File: src/rtl/alu_arbiter.sv
// Round-robin arbiter that shares one combinational alu between two requesters.
// Operands are captured on grant; the registered result is returned tagged with the requester id.
module alu_arbiter #(
  parameter int unsigned WIDTH = 32
) (
  input  logic             clk,
  input  logic             rst,
  input  logic             req0,
  input  logic [2:0]       f0,
  input  logic [WIDTH-1:0] a0,
  input  logic [WIDTH-1:0] b0,
  input  logic             req1,
  input  logic [2:0]       f1,
  input  logic [WIDTH-1:0] a1,
  input  logic [WIDTH-1:0] b1,
  output logic             gnt0,
  output logic             gnt1,
  output logic             done,
  output logic             rsp_id,
  output logic [WIDTH-1:0] y,
  output logic             err,
  output logic             busy
);

  localparam logic [1:0] IDLE = 2'd0;
  localparam logic [1:0] EXEC = 2'd1;
  localparam logic [1:0] RESP = 2'd2;

  logic [1:0]       state;
  logic [1:0]       state_next;
  logic             ptr;
  logic             id;
  logic [2:0]       op_f;
  logic [WIDTH-1:0] op_a;
  logic [WIDTH-1:0] op_b;
  logic             winner_c;
  logic             start_c;
  logic [WIDTH-1:0] alu_y_c;
  logic             alu_z_c;

  // Only a contended request consults the pointer; a lone request always wins.
  always_comb begin
    winner_c = req1;
    if (req0 && req1) winner_c = ptr;
    start_c = (state == IDLE) && (req0 || req1);
  end

  // Next-state logic
  always_comb begin
    state_next = state;
    case (state)
      IDLE:    if (req0 || req1) state_next = EXEC;
      EXEC:    state_next = RESP;
      RESP:    state_next = IDLE;
      default: state_next = IDLE;
    endcase
  end

  // Shared alu, fed only from the captured operands
  always_comb begin
    alu_y_c = '0;
    alu_z_c = 1'b0;
    case (op_f)
      3'd0:    alu_y_c = op_a + op_b;
      3'd1:    alu_y_c = op_a - op_b;
      3'd2:    alu_y_c = op_a & op_b;
      3'd3:    alu_y_c = op_a | op_b;
      3'd4:    alu_y_c = op_a ^ op_b;
      default: alu_z_c = 1'b1;
    endcase
  end

  always_ff @(posedge clk) begin
    if (rst) state <= IDLE;
    else     state <= state_next;
  end

  // Capture, pointer and registered outputs
  always_ff @(posedge clk) begin
    if (rst) begin
      ptr    <= 1'b0;
      id     <= 1'b0;
      op_f   <= 3'd0;
      op_a   <= '0;
      op_b   <= '0;
      gnt0   <= 1'b0;
      gnt1   <= 1'b0;
      done   <= 1'b0;
      rsp_id <= 1'b0;
      y      <= '0;
      err    <= 1'b0;
      busy   <= 1'b0;
    end else begin
      gnt0 <= start_c && !winner_c;
      gnt1 <= start_c && winner_c;
      done <= (state == EXEC);
      busy <= (state_next != IDLE);
      if (start_c) begin
        id   <= winner_c;
        ptr  <= ~winner_c;
        op_f <= winner_c ? f1 : f0;
        op_a <= winner_c ? a1 : a0;
        op_b <= winner_c ? b1 : b0;
      end
      if (state == EXEC) begin
        y      <= alu_y_c;
        err    <= alu_z_c;
        rsp_id <= id;
      end
    end
  end

endmodule

File: config.mk
export PLATFORM = sky130hd
export DESIGN_NAME = alu_arbiter
export DESIGN_NICKNAME = d
export VERILOG_FILES = /design/src/rtl/alu_arbiter.sv
export SDC_FILE = /design/constraint.sdc
export NUM_CORES = 1
export LEC_CHECK = 0
export CORE_UTILIZATION = 55
export CTS_CLUSTER_SIZE = 40
export DETAILED_ROUTE_END_ITERATION = 6
export MAX_ROUTING_LAYER = met4
export PLACE_DENSITY = 0.89
export SYNTH_ARGS = -nofsm -noshare
export SYNTH_HDL_FRONTEND = slang
export SYNTH_SLANG_ARGS = --single-unit
File: constraint.sdc
create_clock -name clk -period 7.5 [get_ports clk]
set_input_delay 1.125 -clock clk [delete_from_list [all_inputs] [get_ports clk]]
set_output_delay 1.125 -clock clk [all_outputs]
set_load 0.02 [all_outputs]
==> results of run 1 <==
-- routing by layer --
layer  vias up  track usage [%]  share of wire (%)
li1       3805                -                  -
met1      3718             39.0                 43
met2       360             52.0                 47
met3        50             6.06                7.8
met4         0             11.6                2.7
met5         -                -                  0
-- through the flow --
stage	std cells	setup WS, ps	instance area [um2]	power, uW	util [%]
2_1_floorplan	962	3360	7840	1360	-
3_3_place_gp	1265	3080	9680	1630	69.7
3_5_place_dp	1265	2890	9680	1650	69.7
4_1_cts	1281	2890	9960	2110	71.8
5_1_grt	1281	2500	9960	2250	71.8
6_report	1281	2780	9960	2120	71.8
-- placed cells by master, fill, tap and decap left out, drive strengths merged, types with 3 or more instances in the layout --
cell type      instances
a221oi                10
nand3                  7
nand4                  8
clkbuf                15
o21ai                 42
nor2b                 11
clkdlybuf4s50        174
and2                   3
o211ai                 5
nor3                  11
o22ai                  4
a222oi                81
a31oi                  5
mux2i                  9
a21oi                 69
and3                   3
xnor2                 46
o21a                   7
a21o                   7
o21bai                 6
nor2                 123
dfxtp                108
a22oi                 11
o31ai                 10
or4                    3
ha                    96
nand2                 72
xor2                  11
inv                   84
a211oi                 9
nor4                   5
or3                    7
buf                   11
-- cell families after synthesis --
logic type / count (synthesis)
multiplexers: 10
AO/OA/AOI/OAI: 282
flip-flops: 108
AND/OR/NAND/NOR: 262
adder cells (fa/ha/maj): 97
XOR/XNOR: 57
buffers and inverters: 146
-- sequential cells by signal, indices dropped and copies added (netlist names) --
| register | flops |
|---|---|
| op_a | 32 |
| op_b | 32 |
| y | 32 |
| op_f | 3 |
| state | 2 |
| busy | 1 |
| err | 1 |
| gnt0 | 1 |
| gnt1 | 1 |
| id | 1 |
| ptr | 1 |
| rsp_id | 1 |
-- worst paths after layout --
kind                            depth (start not counted)                   to
worst max-delay path                                   15   y[29]$_SDFFE_PP0P_
worst min-delay path                                    2  rsp_id$_SDFFE_PP0P_
worst max register to register                         15   y[29]$_SDFFE_PP0P_
worst min register to register                          2  rsp_id$_SDFFE_PP0P_
-- layout make-up --
| type | instances | area [um2] | share of cell area (%) |
|---|---|---|---|
| multi-input combinational | 708 | 5150 | 51.7 |
| clock inverter | 1 | 5.00 | 0.0502 |
| timing repair buffer | 185 | 1820 | 18.3 |
| tap | 180 | 225 | 2.26 |
| sequential | 108 | 2160 | 21.7 |
| clock buffer | 15 | 278 | 2.79 |
| inverter | 84 | 315 | 3.17 |
-- critical path: cells and delay by family (launching register included) --
family                     cells  cell delay, ps
xor gates and xnor gates       1             140
buffers and inverters          2             460
AOI/OAI and AO/OA              7            2170
and+or+nand+nor                4            1100
adders and majority gates      1             280
DFF                            1             450
-- synth_stat cells, types with 5 or more instances --
cell type / instances / area share, %
mux2i_1: 9 / 1.1
nand2_1: 71 / 3.4
a21o_1: 7 / 0.67
o21ai_0: 35 / 2.2
or3_1: 6 / 0.48
buf_1: 6 / 0.29
a211oi_1: 9 / 0.86
a22oi_1: 11 / 1.1
o21a_1: 7 / 0.67
nor2b_1: 11 / 0.88
nand4_1: 7 / 0.56
o211ai_1: 5 / 0.48
clkbuf_1: 53 / 2.5
a31oi_1: 5 / 0.40
xnor2_1: 46 / 5.1
o21bai_1: 6 / 0.57
nor3_1: 10 / 0.64
nor2_1: 122 / 5.8
a222oi_1: 81 / 10
xor2_1: 11 / 1.2
nand3_1: 6 / 0.38
a21oi_1: 69 / 4.4
a221oi_1: 10 / 1.1
ha_1: 96 / 15
inv_1: 84 / 4.0
dfxtp_1: 108 / 28
o31ai_1: 9 / 0.86
-- where the power goes --
part           internal (uW)  switching (uW)
combinational            428             526
sequential               634            69.4
clock                    252             207
==> flow_summary.toml, run 1 <==
[synth]
yosysWarnings = 0
synth_compound_area_share_pct = 26.6
synth_top_family_by_area = "compound AO/OA/AOI/OAI gates"
postSynthNetCount = 1197
synth_xor_area_share_pct = 6.37
syn_avg_cell_area_um2 = 8.15
synthesis.instances = 962
synthesis.area_um2 = 7840
synthMuxAreaShare_pct = 1.29
synth_seq_cells = 108
synth_cell_types = 64
synth_edf_count = 0
synthArstFlopShare_pct = 0
synth-simple-area-share_pct = 15.6
synthAdderAreaFrac_pct = 15.6
ys.flop_type = "dfxtp_1"
synth-seq-area-share_pct = 27.6

[critical_path]
cp.required_ps = 7770
crit_fanout = 32
rr_startpoint = "op_f[1]$_SDFFE_PP0P_"
critical_path_class = "flip-flop to flip-flop"
endpoint_kind = "flip-flop"
rrSetupSlack_ps = 2780
cp-startpoint = "op_f[1]$_SDFFE_PP0P_"
slowest_stage = "nand2_1"
crit_chain = "nor2_2, buf_4, nand2_1, o21ai_0, inv_1, ha_1, nor2b_1, o2111ai_1, a21oi_1, o21ai_0, o221ai_1, nand2_1, xnor2_1, a21oi_1, a211oi_1"
cp_slowest_stage_delay_ps = 680
arrival_ps = 4990
start_kind = "flip-flop"

[global_routing]
grt_overflow = 0
grt_pass1_wl_um = 36500
antenna_found_initial = 0
grtUsageTotal_pct = 31.9
grt_start_max_net_pins = 95
grt_pass1_vias = 7716

[die]
rows = 43
dieArea_um2 = 14700
ioPinCount = 176
dieWidth_um = 121
start_util_pct = 56.5
die_h_um = 121
coreArea_um2 = 13900

[finish]
nNetsFinal = 1331
diodes = 0
layout-drive-gt1-share_pct = 4.45
fill_cells = 1081
synthToLayoutAreaGrowth_pct = 27.1

[sta]
finalHoldViolCount = 0
slew_violations = 0
fin_crit_ps = 4720
rsz0062_at_grt = "false"
finalHoldWorstSlack_ps = 463
worstMarginPinSlew_ps = 1210
slew_headroom_pct = 19.1
tns_ps = 0
fmax_mhz = 212
finalSetupViolCount = 0
clock_skew_ps = 8.03
period_share_pct = 63.0

[power]
power.leakage_uw = 0.00404
power_density_nw_per_um2 = 213
irDropWorstVdd_mv = 0.145

[cts]
clock-root-buffer = "clkbuf_16"
htreeDepth = 3
numCtsBuffers = 9
clock_sinks = 108
cts_tree = "yes"
clockBufferDepth = 2
clkTransAtPathRegs_ps = 70
cts_hold_buf = 0
post_cts_resized = 0
post-cts-setup-buffer-count = 0
clk_latency_ps = 360

[place]
gp_congestion = 0.938
numPortBuffers = 175
dp_hpwl_um = 16200

[route]
drt_pass1_iterations = 7
drc_errors = 2
ant_nets = 0
finalWirelength_um = 22200
initialDrtViolationCount = 871
wire_per_inst_um = 17.4
via_per_inst = 6.19
vias = 7933

[run_status]
run_status = "finished with violations"
violations = "DRC"

[worst_hold_path]
hp-class = "flip-flop to flip-flop"
min-delay-start = "id$_SDFFE_PP0P_"

[run]
cap_viol_max_count = 0
Power figures use the tool's default switching activity.
==> run 2: changes to the inputs <==
--- a/config.mk
+++ b/config.mk
@@ -5,11 +5,11 @@
 export SDC_FILE = /design/constraint.sdc
 export NUM_CORES = 1
 export LEC_CHECK = 0
-export CORE_UTILIZATION = 55
+export CORE_UTILIZATION = 52
 export CTS_CLUSTER_SIZE = 40
 export DETAILED_ROUTE_END_ITERATION = 6
 export MAX_ROUTING_LAYER = met4
-export PLACE_DENSITY = 0.89
+export PLACE_DENSITY = 0.85
 export SYNTH_ARGS = -nofsm -noshare
 export SYNTH_HDL_FRONTEND = slang
 export SYNTH_SLANG_ARGS = --single-unit
==> constraint.sdc (replaced) <==
create_clock -name clk -period 4.81 [get_ports clk]
set_input_delay 0.7215 -clock clk [delete_from_list [all_inputs] [get_ports clk]]
set_output_delay 0.7215 -clock clk [all_outputs]
set_load 0.02 [all_outputs]
==> run 2 against run 1 <==
  * The flow still finishes with violations (DRC)
  * Sequential power up 55%
  * Count of clock-buffer cells in the layout down 5
  * Register-to-register slack worse by 2500 ps
  * Clock skew up 2.0 ps
  * Cell area up 0.90%
  * Via count down 2.1%
  * Combinational power up 57%
  * Total power up 57%
  * Fmax up 3.7%
  * Critical endpoint unchanged
  * Largest cell class unchanged
==> flow_summary.toml, run 2 (synthesis gave the netlist of run 1 again) <==
[die]
dieArea_um2 = 15600
dieWidth_um = 125
ioPinCount = 176
die_h_um = 125
coreArea_um2 = 14600
rows = 44
start_util_pct = 53.5

[sta]
period_share_pct = 94.7
finalHoldViolCount = 0
slew_headroom_pct = 17.6
tns_ps = 0
slew_violations = 0
rsz0062_at_grt = "false"
fmax_mhz = 220
clock_skew_ps = 10.0
fin_crit_ps = 4550
worstMarginPinSlew_ps = 1230
finalSetupViolCount = 0

[place]
numPortBuffers = 175
gp_congestion = 0.940
dpl_cell_area_um2 = 9740
dp_hpwl_um = 16400
dpl.cell_count = 1276

[cts]
clk_latency_ps = 370
clockBufferDepth = 2
numCtsBuffers = 9
htreeDepth = 3
clkTransAtPathRegs_ps = 80
clock_sinks = 108
clock-root-buffer = "clkbuf_16"
cts_hold_buf = 0
cts_tree = "yes"

[worst_hold_path]
hp-class = "flip-flop to flip-flop"

[route]
finalWirelength_um = 22000
drt_pass1_iterations = 7
vias = 7765
via_per_inst = 6.00
ant_nets = 0
initialDrtViolationCount = 716
drc_errors = 21
wire_per_inst_um = 17.0

[power]
power_density_nw_per_um2 = 331
seqPwrFrac_pct = 32.8
comb_power_share_pct = 45.3
pwr-share-clk_pct = 21.9
switchingPower_uw = 1280
power.leakage_uw = 0.00409
p_int_uw = 2040
irDropWorstVdd_mv = 0.292
power.share.switching_pct = 38.6

[finish]
nNetsFinal = 1340
finalNonFillerCells = 1294
reg_top3 = "op_a: 32 flops, op_b: 32 flops, y: 32 flops"
design_area_um2 = 10100
synthToLayoutAreaGrowth_pct = 28.3
diodes = 0
layout-drive-gt1-share_pct = 5.77
layout_common_cells = "clkdlybuf4s50_1 (174), nor2_1 (120), dfxtp_1 (107)"
final_common_cell = "clkdlybuf4s50_1"

[run_status]
run_status = "finished with violations"
violations = "DRC"

[global_routing]
grtUsageTotal_pct = 29.5
grt_pass1_wl_um = 36400
antenna_found_initial = 0
grt_overflow = 0
grt_pass1_vias = 7474
grt_start_max_net_pins = 95

[critical_path]
critical_path_class = "flip-flop to flip-flop"
endpoint_kind = "flip-flop"
crit_chain = "or4_4, nor2_4, nand4_2, or4_4, nor4_4, buf_4, a21oi_1, xnor2_1, ha_1, and3_1, nand2_1, or4_1, o221ai_2, nand2_1, xnor2_1, a21oi_1, a211oi_1"
start_kind = "flip-flop"
slowest_stage = "or4_1"
cp.required_ps = 5090
crit_fanout = 7
cp_slowest_stage_delay_ps = 570
arrival_ps = 4830

[run]
cap_viol_max_count = 0
run 2: layer usage:
layer  GRT usage [%]  wire (um)  vias to the layer above
li1                -          -                     3819
met1            36.2       9590                     3630
met2            49.2      10600                      293
met3            5.37       1480                       23
met4            8.64        306                        0
met5               -          0                        -
run 2: power groups by stage:
| stage | combinational [uW] | clock, uW | sequential (uW) |
|---|---|---|---|
| 2_1_floorplan | 994 | 0 | 1120 |
| 4_1_cts | 1490 | 741 | 1090 |
| 6_report | 1500 | 728 | 1090 |
| 5_1_grt | 1650 | 780 | 1110 |
| 3_3_place_gp | 1450 | 0 | 1110 |
| 3_5_place_dp | 1470 | 0 | 1110 |
run 2: path summary, 6_finish.rpt:
path	start	slack, ps	cells past startpoint	endpoint
worst min-delay path	id$_SDFFE_PP0P_	460	2	rsp_id$_SDFFE_PP0P_
worst max-delay path	op_b[6]$_SDFFE_PP0P_	260	17	y[29]$_SDFFE_PP0P_
worst max register to register	op_b[6]$_SDFFE_PP0P_	260	17	y[29]$_SDFFE_PP0P_
worst min register to register	id$_SDFFE_PP0P_	460	2	rsp_id$_SDFFE_PP0P_
run 2: critical path, delay by kind of cell (launching register included):
kind	cells	cell delay [ps]
adders and majority gates	1	400
AOI/OAI and AO/OA	4	590
and+or+nand+nor	9	2600
DFF	1	360
xor gates and xnor gates	2	320
buffers and inverters	1	190
run 2: through the flow:
step,power [uW],worst slack (ps),hold slack [ps],util [%]
6_report,3320,257,455,68.6
5_1_grt,3540,16.2,489,68.6
4_1_cts,3320,244,461,68.5
3_5_place_dp,2580,267,448,66.5
3_3_place_gp,2560,378,435,66.5
2_1_floorplan,2120,674,432,-
run 2: area by class of cell:
type                            instances  area (um2)
Timing Repair Buffer                  194        1890
Multi-Input combinational cell        708        5170
Clock buffer                           10         239
Inverter                               84         315
Fill cell                            1187        4590
Tap cell                              184         230
Sequential cell                       108        2160
Clock inverter                          6        46.3
run 2: repair_timing:
item	CTS	global route
buffers inserted	0	2
setup endpoints to repair	0	3
resized for setup	0	2
